**config.mk**
```make
export PLATFORM = sky130hd
export DESIGN_NAME = ins_mem_loader
export DESIGN_NICKNAME = d
export VERILOG_FILES = /design/src/rtl/ins_mem_loader.sv
export SDC_FILE = /design/constraint.sdc
export NUM_CORES = 1
export LEC_CHECK = 0
export BUFFER_PORTS_ARGS = -buffer_cell sky130_fd_sc_hd__buf_2
export CAP_MARGIN = 0
export CORE_MARGIN = 4
export CORE_UTILIZATION = 35
export DETAILED_ROUTE_END_ITERATION = 16
export GPL_TIMING_DRIVEN = 0
export PLACE_DENSITY = 0.58
export SLEW_MARGIN = 20
export SYNTH_ARGS = -nofsm -noshare
export SYNTH_HDL_FRONTEND = slang
export SYNTH_SLANG_ARGS = --single-unit
```
**constraint.sdc**
```tcl
create_clock -name CLK -period 6.7 [get_ports CLK]
set_clock_uncertainty 0.1 [all_clocks]
set_input_delay 0.335 -clock CLK [delete_from_list [all_inputs] [get_ports CLK]]
set_output_delay 0.335 -clock CLK [all_outputs]
set_load 0.02 [all_outputs]
```
**src/rtl/ins_mem_loader.sv**
```systemverilog
// Instruction memory filled from UART RX bytes during a load session and then read by PC.
// Optional macro INS_MEM_CHECKSUM_EN adds Checksum_out, the XOR of every byte of every word that was stored.
module ins_mem_loader #(
    parameter int INS_W  = 16,
    parameter int DEPTH  = 16,
    parameter int ADDR_W = 4
) (
    input  logic              CLK,
    input  logic              RST,
    input  logic              Load_INS_en_in,
    input  logic              Rx_Valid_in,
    input  logic [7:0]        Rx_Byte_in,
    input  logic              Fetch_en_in,
    input  logic [ADDR_W-1:0] PC_in,
    output logic [INS_W-1:0]  INS_out,
    output logic              INS_valid_out,
    output logic              Load_done_out,
    output logic [ADDR_W:0]   INS_count_out,
    output logic              Overflow_out
`ifdef INS_MEM_CHECKSUM_EN
    ,
    output logic [7:0]        Checksum_out
`endif
);

    localparam int BYTES  = INS_W / 8;
    localparam int LANE_W = (BYTES > 1) ? $clog2(BYTES) : 1;
    localparam logic [LANE_W-1:0] LAST_LANE = LANE_W'(BYTES - 1);
    localparam logic [ADDR_W:0]   FULL      = (ADDR_W + 1)'(DEPTH);

    typedef enum logic {
        IDLE,
        LOAD
    } state_t;

    state_t              state_q, state_d;
    logic [LANE_W-1:0]   lane_q, lane_d;
    logic [ADDR_W-1:0]   wr_ptr_q, wr_ptr_d;
    logic [INS_W-1:0]    word_q, word_d;
    logic [INS_W-1:0]    ins_q, ins_d;
    logic                ins_valid_q, ins_valid_d;
    logic                load_done_q, load_done_d;
    logic [ADDR_W:0]     count_q, count_d;
    logic                overflow_q, overflow_d;
`ifdef INS_MEM_CHECKSUM_EN
    logic [7:0]          csum_part_q, csum_part_d;
    logic [7:0]          checksum_q, checksum_d;
    logic [7:0]          csum_v;
`endif

    logic                take_byte;
    logic [INS_W-1:0]    word_v;
    logic                mem_we;
    logic [ADDR_W-1:0]   mem_waddr;
    logic [INS_W-1:0]    mem_wdata;
    logic [INS_W-1:0]    mem [DEPTH];

    always_comb begin
        state_d     = state_q;
        lane_d      = lane_q;
        wr_ptr_d    = wr_ptr_q;
        word_d      = word_q;
        ins_d       = ins_q;
        ins_valid_d = 1'b0;
        load_done_d = load_done_q;
        count_d     = count_q;
        overflow_d  = overflow_q;
        take_byte   = 1'b0;
        word_v      = word_q;
        mem_we      = 1'b0;
        mem_waddr   = wr_ptr_q;
        mem_wdata   = word_q;
`ifdef INS_MEM_CHECKSUM_EN
        csum_part_d = csum_part_q;
        checksum_d  = checksum_q;
        csum_v      = csum_part_q;
`endif

        case (state_q)
            IDLE: begin
                if (Load_INS_en_in) begin
                    state_d     = LOAD;
                    lane_d      = '0;
                    wr_ptr_d    = '0;
                    count_d     = '0;
                    overflow_d  = 1'b0;
                    load_done_d = 1'b0;
`ifdef INS_MEM_CHECKSUM_EN
                    csum_part_d = '0;
                    checksum_d  = '0;
`endif
                    take_byte   = Rx_Valid_in;
                end else if (Fetch_en_in) begin
                    if ({1'b0, PC_in} < count_q) begin
                        ins_d       = mem[PC_in];
                        ins_valid_d = 1'b1;
                    end else begin
                        ins_d = '0;
                    end
                end
            end
            LOAD: begin
                if (!Load_INS_en_in) begin
                    // Ending the session drops any partially assembled word.
                    state_d     = IDLE;
                    load_done_d = 1'b1;
                    lane_d      = '0;
`ifdef INS_MEM_CHECKSUM_EN
                    csum_part_d = '0;
`endif
                end else begin
                    take_byte = Rx_Valid_in;
                end
            end
            default: state_d = IDLE;
        endcase

        // lane_d/wr_ptr_d/count_d already hold session-start values on the entry cycle.
        if (take_byte) begin
            for (int b = 0; b < BYTES; b++) begin
                if (lane_d == LANE_W'(b)) word_v[b*8 +: 8] = Rx_Byte_in;
            end
            word_d = word_v;
`ifdef INS_MEM_CHECKSUM_EN
            csum_v = csum_part_d ^ Rx_Byte_in;
`endif
            if (lane_d == LAST_LANE) begin
                lane_d = '0;
`ifdef INS_MEM_CHECKSUM_EN
                csum_part_d = '0;
`endif
                if (count_d != FULL) begin
                    mem_we    = 1'b1;
                    mem_waddr = wr_ptr_d;
                    mem_wdata = word_v;
                    wr_ptr_d  = wr_ptr_d + 1'b1;
                    count_d   = count_d + 1'b1;
`ifdef INS_MEM_CHECKSUM_EN
                    checksum_d = checksum_d ^ csum_v;
`endif
                end else begin
                    overflow_d = 1'b1;
                end
            end else begin
                lane_d = lane_d + 1'b1;
`ifdef INS_MEM_CHECKSUM_EN
                csum_part_d = csum_v;
`endif
            end
        end
    end

    always_ff @(posedge CLK) begin
        if (RST) begin
            state_q     <= IDLE;
            lane_q      <= '0;
            wr_ptr_q    <= '0;
            ins_q       <= '0;
            ins_valid_q <= 1'b0;
            load_done_q <= 1'b0;
            count_q     <= '0;
            overflow_q  <= 1'b0;
`ifdef INS_MEM_CHECKSUM_EN
            csum_part_q <= '0;
            checksum_q  <= '0;
`endif
        end else begin
            state_q     <= state_d;
            lane_q      <= lane_d;
            wr_ptr_q    <= wr_ptr_d;
            ins_q       <= ins_d;
            ins_valid_q <= ins_valid_d;
            load_done_q <= load_done_d;
            count_q     <= count_d;
            overflow_q  <= overflow_d;
`ifdef INS_MEM_CHECKSUM_EN
            csum_part_q <= csum_part_d;
            checksum_q  <= checksum_d;
`endif
        end
    end

    // Assembly buffer and storage array carry data only, so they have no reset.
    always_ff @(posedge CLK) begin
        word_q <= word_d;
        if (mem_we && !RST) mem[mem_waddr] <= mem_wdata;
    end

    assign INS_out       = ins_q;
    assign INS_valid_out = ins_valid_q;
    assign Load_done_out = load_done_q;
    assign INS_count_out = count_q;
    assign Overflow_out  = overflow_q;
`ifdef INS_MEM_CHECKSUM_EN
    assign Checksum_out  = checksum_q;
`endif

endmodule

```
==> flow_summary_export.csv, run 1 <==
group,metric,value,unit
placement,hpwl,16500,µm
sta,layout_min_cycle_time,3370,ps
layout,fin_cells,1190,
global_routing,grt_pass1_wl,39700,µm
clocking,clkTransAtPathRegs,60,ps
synthesis,async_flop_share,0,%
global_routing,grt_use_total,14.6,%
detailed_routing,wl,26000,µm
clocking,cts_setup_buffers,0,
placement,port_buffers,39,
sta,final-setup-viol-count,0,
worst_setup_path,reg2reg_depth,9,
sta,slew_viol_final,0,
worst_setup_path,critPathMaxFanout,16,
worst_setup_path,arrival,3390,ps
worst_setup_path,cp_slowest_cell,"nor2_4",
sta,worst_pin_slew,1050,ps
worst_setup_path,cp_common_cell,"nand2_1",
clocking,cts_made_buffers,34,
layout,final_layout_size_suffix_gt1_share,24.2,%
layout,fin_nets,750,
global_routing,grt-ovfl-total,0,
power_and_ir_drop,power_density,287,nW/µm²
global_routing,antenna_found_initial,0,
worst_setup_path,worstReg2RegStart,"state_q$_SDFF_PP0_",
detailed_routing,first_iter_violations,552,
clocking,clkSinkCount,302,
detailed_routing,drt_pass1_iterations,5,
clocking,cts_resized,0,
synthesis,synthesis.nets,667,
worst_setup_path,worstPathCellList,"inv_1 > nand2_1 > nand2_1 > ha_1 > and4bb_2 > nand2b_1 > clkbuf_1 > or3_1 > nor2_4",
detailed_routing,dr_total_vias,6032,
sta,max-slew-margin-rel,29.8,%
hold_path,min_path_cells,3,
clocking,cts_tree,"built",
sta,hold_violations,0,
floorplanning,rows,66,
floorplanning,start_util,35.9,%
worst_setup_path,worstPathRequired,6720,ps
synthesis,yosys_warnings,0,
floorplanning,coreArea,32900,µm²
global_routing,grt_max_degree,18,
synthesis,synth_edf_count,272,
detailed_routing,drcViolationCount,0,
detailed_routing,drtAntennaViolNets,0,
synthesis,ys_seq_area_share,74.3,%
synthesis,ys.flop_type,"edfxtp_1",
power_and_ir_drop,power_leakage,0.00461,µW
synthesis,syn_area,11800,µm²
floorplanning,die_y,192,µm
layout,n_antenna_cell,0,
placement,dp_cells,1132,
clocking,ctsHoldBuffers,0,
power_and_ir_drop,vdd_drop_max,160,µV
synthesis,synth_top_cell_area_share,69.2,%
layout,fillers,2980,
worst_setup_path,end_kind,"register",
detailed_routing,wire_per_inst,21.8,µm
placement,dp_slack,3340,ps
synthesis,ys_types,39,
synthesis,yosysTopAreaCell,"edfxtp_1",
floorplanning,io_pins,41,
floorplanning,die_w,192,µm
run,max_cap_violations,0,
synthesis,syn-instance-count,643,
clocking,cts_root_buf,"clkbuf_16",
status,status,"completed",
hold_path,hp-start,"Rx_Byte_in[5]",
sta,period_share,50.3,%
worst_setup_path,crit_type,"reg -> reg",
sta,rsz0062_at_grt,"no",
detailed_routing,viasPerCell,5.07,
synthesis,ys_top_cells_by_area,"edfxtp_1 69%, mux4_2 9.7%, dfxtp_1 5.1%",
sta,tns,0,ps
synthesis,synth_seq_cells,302,
power_and_ir_drop,total_power,3960,µW
sta,layout_setup_ws,3330,ps
worst_setup_path,cpPeakStageDelay,690,ps
synthesis,synth.avg_cell_area,18.4,µm²
layout,most-common-layout-cells,"272 x edfxtp_1, 91 x nand2_1, 51 x buf_2, 51 x mux4_2, 35 x clkbuf_16",
worst_setup_path,crit_start,"state_q$_SDFF_PP0_",
clocking,cts_buffer_depth,3,
clocking,htreeDepth,2,
sta,fmaxAchievable,0.297,GHz
hold_path,hold_path.class,"in -> reg",
clocking,clock_latency,510,ps
placement,gp_congestion,0.736,
global_routing,first_global_vias,6261,
layout,final_common_cell,"edfxtp_1",
floorplanning,die-area,36700,µm²
layout,area_growth_syn_to_layout,16.7,%
worst_setup_path,critPathLaunchType,"register",
[cells by family (layout without fill, tap and decap cells)]
| logic type | after synthesis | in the layout | synth area share, % |
|---|---|---|---|
| flip-flops | 302 | 302 | 74.3 |
| AO/OA/AOI/OAI | 60 | 60 | 3.89 |
| buffers and inverters | 46 | 151 | 2.17 |
| AND/OR/NAND/NOR | 157 | 157 | 5.76 |
| XOR/XNOR | 6 | 6 | 0.445 |
| multiplexers | 65 | 65 | 12.7 |
| adder cells (fa/ha/maj) | 7 | 7 | 0.742 |
[critical path: cells and delay by family (launching register included)]
kind | cells | cell delay [ps]
buffers and inverters | 2 | 300
flip-flops | 1 | 400
AND/OR/NAND/NOR | 6 | 1980
adder cells (fa/ha/maj) | 1 | 190
[final cells by class]
type / instances / area [µm²] / share of cell area, %
sequential: 302 / 8770 / 63.7
multi-input combinational: 295 / 2880 / 20.9
clock buffer: 49 / 958 / 6.96
tap: 442 / 553 / 4.02
timing repair buffer: 47 / 282 / 2.04
buffer: 38 / 226 / 1.64
clock inverter: 9 / 72.6 / 0.527
inverter: 8 / 30.0 / 0.218
[cell usage after synthesis (all sizes together), types with 2 or more instances]
cell,count
dfxtp,30
nor3,5
a21o,2
a22o,16
o21ai,6
clkbuf,17
or3,2
a21oi,4
nand3b,2
a31oi,2
ha,7
and2,4
nor2b,4
inv,8
nand3,10
edfxtp,272
nand4,4
nand2b,2
a22oi,28
xnor2,5
buf,21
nor2,29
mux4,64
nand2,91
[layer usage]
layer	wire [µm]	vias to the layer above	track usage (%)
li1	-	2729	-
met1	12000	3102	21.4
met4	568	0	3.95
met5	0	-	0
met2	12100	156	22.3
met3	1310	45	2.82
[power breakdown]
part	internal, µW	total [µW]	switching, µW	leakage (µW)
Sequential	2060	2060	4.49	0.00269
Clock	1030	1730	696	0.000503
Combinational	65.3	171	106	0.00141
Total	3150	3960	806	0.00461
[worst paths after layout]
check | end | slack, ps
hold reg to reg | INS_out[12]$_SDFFE_PP0P_ | 370
setup / recovery | mem[1][10]$_DFFE_PP_ | 3330
hold / removal | word_q[5]$_DFFE_PP_ | 30
setup reg to reg | mem[1][10]$_DFFE_PP_ | 3330
[metrics by stage]
step | hold WS (ps) | cell area, µm² | utilization, %
finish | 28.6 | 13800 | 41.9
global route | 9.27 | 13800 | 41.9
CTS | 6.13 | 13800 | 41.9
detailed placement | 364 | 12700 | 38.8
global placement | 357 | 12600 | 38.2
floorplan | 401 | 11800 | -
[sequential cells by signal, indices dropped and copies added (netlist names)]
name and cells:
wr_ptr_q 4, mem 256, INS_valid_out 1, lane_q 1, Load_done_out 1, Overflow_out 1
state_q 1, word_q 16, INS_out 16, INS_count_out 5
(Power assumes the default switching activity.)
==> run 2: changes to the inputs <==
clock period = 3.4 ns   (was 6.7 ns; I/O delays follow)
==> flow_summary_export.csv, run 2 (synthesis gave the netlist of run 1 again) <==
group,metric,value,unit
global_routing,grt_max_degree,18,
sta,slew_viol_final,0,
worst_setup_path,cpPeakStageDelay,630,ps
global_routing,grt_use_total,14.6,%
worst_setup_path,critPathMaxFanout,16,
run,max_cap_violations,0,
detailed_routing,viasPerCell,5.09,
clocking,clock_latency,510,ps
layout,stdcell_area,14000,µm²
power_and_ir_drop,vdd_drop_max,316,µV
global_routing,grt-ovfl-total,0,
worst_setup_path,end_kind,"register",
sta,period_share,93.1,%
worst_setup_path,worstPathCellList,"inv_1 > nand2_1 > nand2_1 > ha_1 > and4bb_2 > nand2b_1 > clkbuf_1 > nor2_1 > nand2_1 > nor2_4",
layout,fillers,2954,
detailed_routing,wire_per_inst,21.7,µm
floorplanning,die_y,192,µm
detailed_routing,drtAntennaViolNets,0,
layout,fin_cells,1209,
layout,most-common-layout-cells,"272 x edfxtp_1, 91 x nand2_1, 51 x buf_2, 51 x mux4_2, 35 x clkbuf_16",
worst_setup_path,cp_slowest_cell,"nor2_4",
layout,n_antenna_cell,0,
sta,hold_violations,0,
clocking,cts_tree,"built",
sta,worst_pin_slew,1040,ps
sta,fmaxAchievable,0.316,GHz
placement,dp_cells,1132,
layout,final_layout_size_suffix_gt1_share,24.8,%
floorplanning,coreArea,32900,µm²
clocking,clkSinkCount,302,
detailed_routing,drcViolationCount,0,
worst_setup_path,crit_start,"state_q$_SDFF_PP0_",
sta,final-setup-viol-count,0,
placement,hpwl,16500,µm
sta,max-slew-margin-rel,30.4,%
clocking,htreeDepth,2,
power_and_ir_drop,power_switching,1590,µW
floorplanning,io_pins,41,
worst_setup_path,critPathCapture,"mem[2][13]$_DFFE_PP_",
clocking,clkTransAtPathRegs,60,ps
placement,port_buffers,39,
layout,largest_reg_flops,256,
worst_setup_path,worstReg2RegStart,"state_q$_SDFF_PP0_",
sta,tns,0,ps
worst_setup_path,critPathLaunchType,"register",
global_routing,grt_pass1_wl,39800,µm
power_and_ir_drop,p_clk_share,43.6,%
floorplanning,die-area,36700,µm²
floorplanning,rows,66,
detailed_routing,dr_total_vias,6149,
worst_setup_path,reg2reg_depth,10,
placement,gp_congestion,0.736,
sta,rsz0062_at_grt,"no",
power_and_ir_drop,seq_power_share,52.0,%
placement,dp_slack,44.5,ps
detailed_routing,first_iter_violations,526,
hold_path,min_path_cells,2,
clocking,cts_made_buffers,34,
global_routing,first_global_vias,6276,
worst_setup_path,arrival,3180,ps
clocking,cts_buffer_depth,3,
worst_setup_path,rrSetupSlack,240,ps
power_and_ir_drop,power_density,557,nW/µm²
worst_setup_path,crit_type,"reg -> reg",
hold_path,hold_path.class,"in -> reg",
placement,dpl_cell_area,12700,µm²
global_routing,antenna_found_initial,0,
detailed_routing,drt_pass1_iterations,4,
power_and_ir_drop,power.internal,6220,µW
worst_setup_path,cp_common_cell,"nand2_1",
power_and_ir_drop,switching_share,20.4,%
layout,top_register,"mem",
sta,layout_min_cycle_time,3160,ps
detailed_routing,wl,26200,µm
power_and_ir_drop,power_leakage,0.00472,µW
sta,holdWs,19.0,ps
layout,fin_nets,769,
worst_setup_path,path_buf_inv,2,
sta,layout_setup_ws,236,ps
status,status,"completed",
floorplanning,start_util,35.9,%
worst_setup_path,worstPathRequired,3420,ps
worst_setup_path,cp_top_family,"simple AND/OR/NAND/NOR gates",
floorplanning,die_w,192,µm
power_and_ir_drop,comb_power_share,4.4,%
layout,area_growth_syn_to_layout,18.9,%
worst_setup_path,r2r-end,"mem[2][13]$_DFFE_PP_",
clocking,cts_root_buf,"clkbuf_16",
layout,final_common_cell,"edfxtp_1",
worst_setup_path,worst-path-stages,10,
[run 2: final cells by class]
type,count,area [µm²],share of cell area (%)
Buffer,38,226,1.61
Clock buffer,49,958,6.83
Sequential cell,302,8770,62.5
Tap cell,442,553,3.94
Clock inverter,9,72.6,0.517
Multi-Input combinational cell,295,2900,20.7
Timing Repair Buffer,66,524,3.74
Inverter,8,30.0,0.214
[run 2: how the worst min path moves through the flow]
| stage | startpoint | slack (ps) | to |
|---|---|---|---|
| 6_report | RST | 20 | Overflow_out$_SDFF_PP0_ |
| 5_1_grt | RST | 60 | Overflow_out$_SDFF_PP0_ |
| 4_1_cts | RST | 20 | INS_count_out[4]$_SDFF_PP0_ |
| 3_5_place_dp | INS_out[12]$_SDFFE_PP0P_ | 360 | INS_out[12]$_SDFFE_PP0P_ |
| 3_3_place_gp | INS_out[10]$_SDFFE_PP0P_ | 360 | INS_out[10]$_SDFFE_PP0P_ |
| 2_1_floorplan | Load_INS_en_in | 240 | state_q$_SDFF_PP0_ |
[run 2: what timing repair did]
action,4_1_cts,5_1_grt
endpoints found under the setup margin,4,97
hold buffers,10,0
endpoints found under the hold margin,18,0
setup buffers,0,9
pin swaps,1,7
gates resized for setup,0,3
[run 2: power groups by stage]
stage	clock network (µW)	registers [µW]	logic, µW
after floorplan	0	4150	217
after global placement	0	4140	333
after detailed placement	0	4140	342
after CTS	3480	4070	351
after global routing	3660	4060	381
final	3400	4070	346
[run 2: layer usage]
metal / GRT usage, % / share of wire (%)
met5: 0 / 0
met2: 22.5 / 47
met4: 3.95 / 1.6
met1: 21.4 / 46
met3: 2.76 / 5.3
[run 2: through the flow]
| stage | util, % | total power (µW) |
|---|---|---|
| final | 42.7 | 7810 |
| after global routing | 42.7 | 8110 |
| after CTS | 42.2 | 7890 |
| after detailed placement | 38.8 | 4480 |
| after global placement | 38.2 | 4480 |
| after floorplan | - | 4360 |
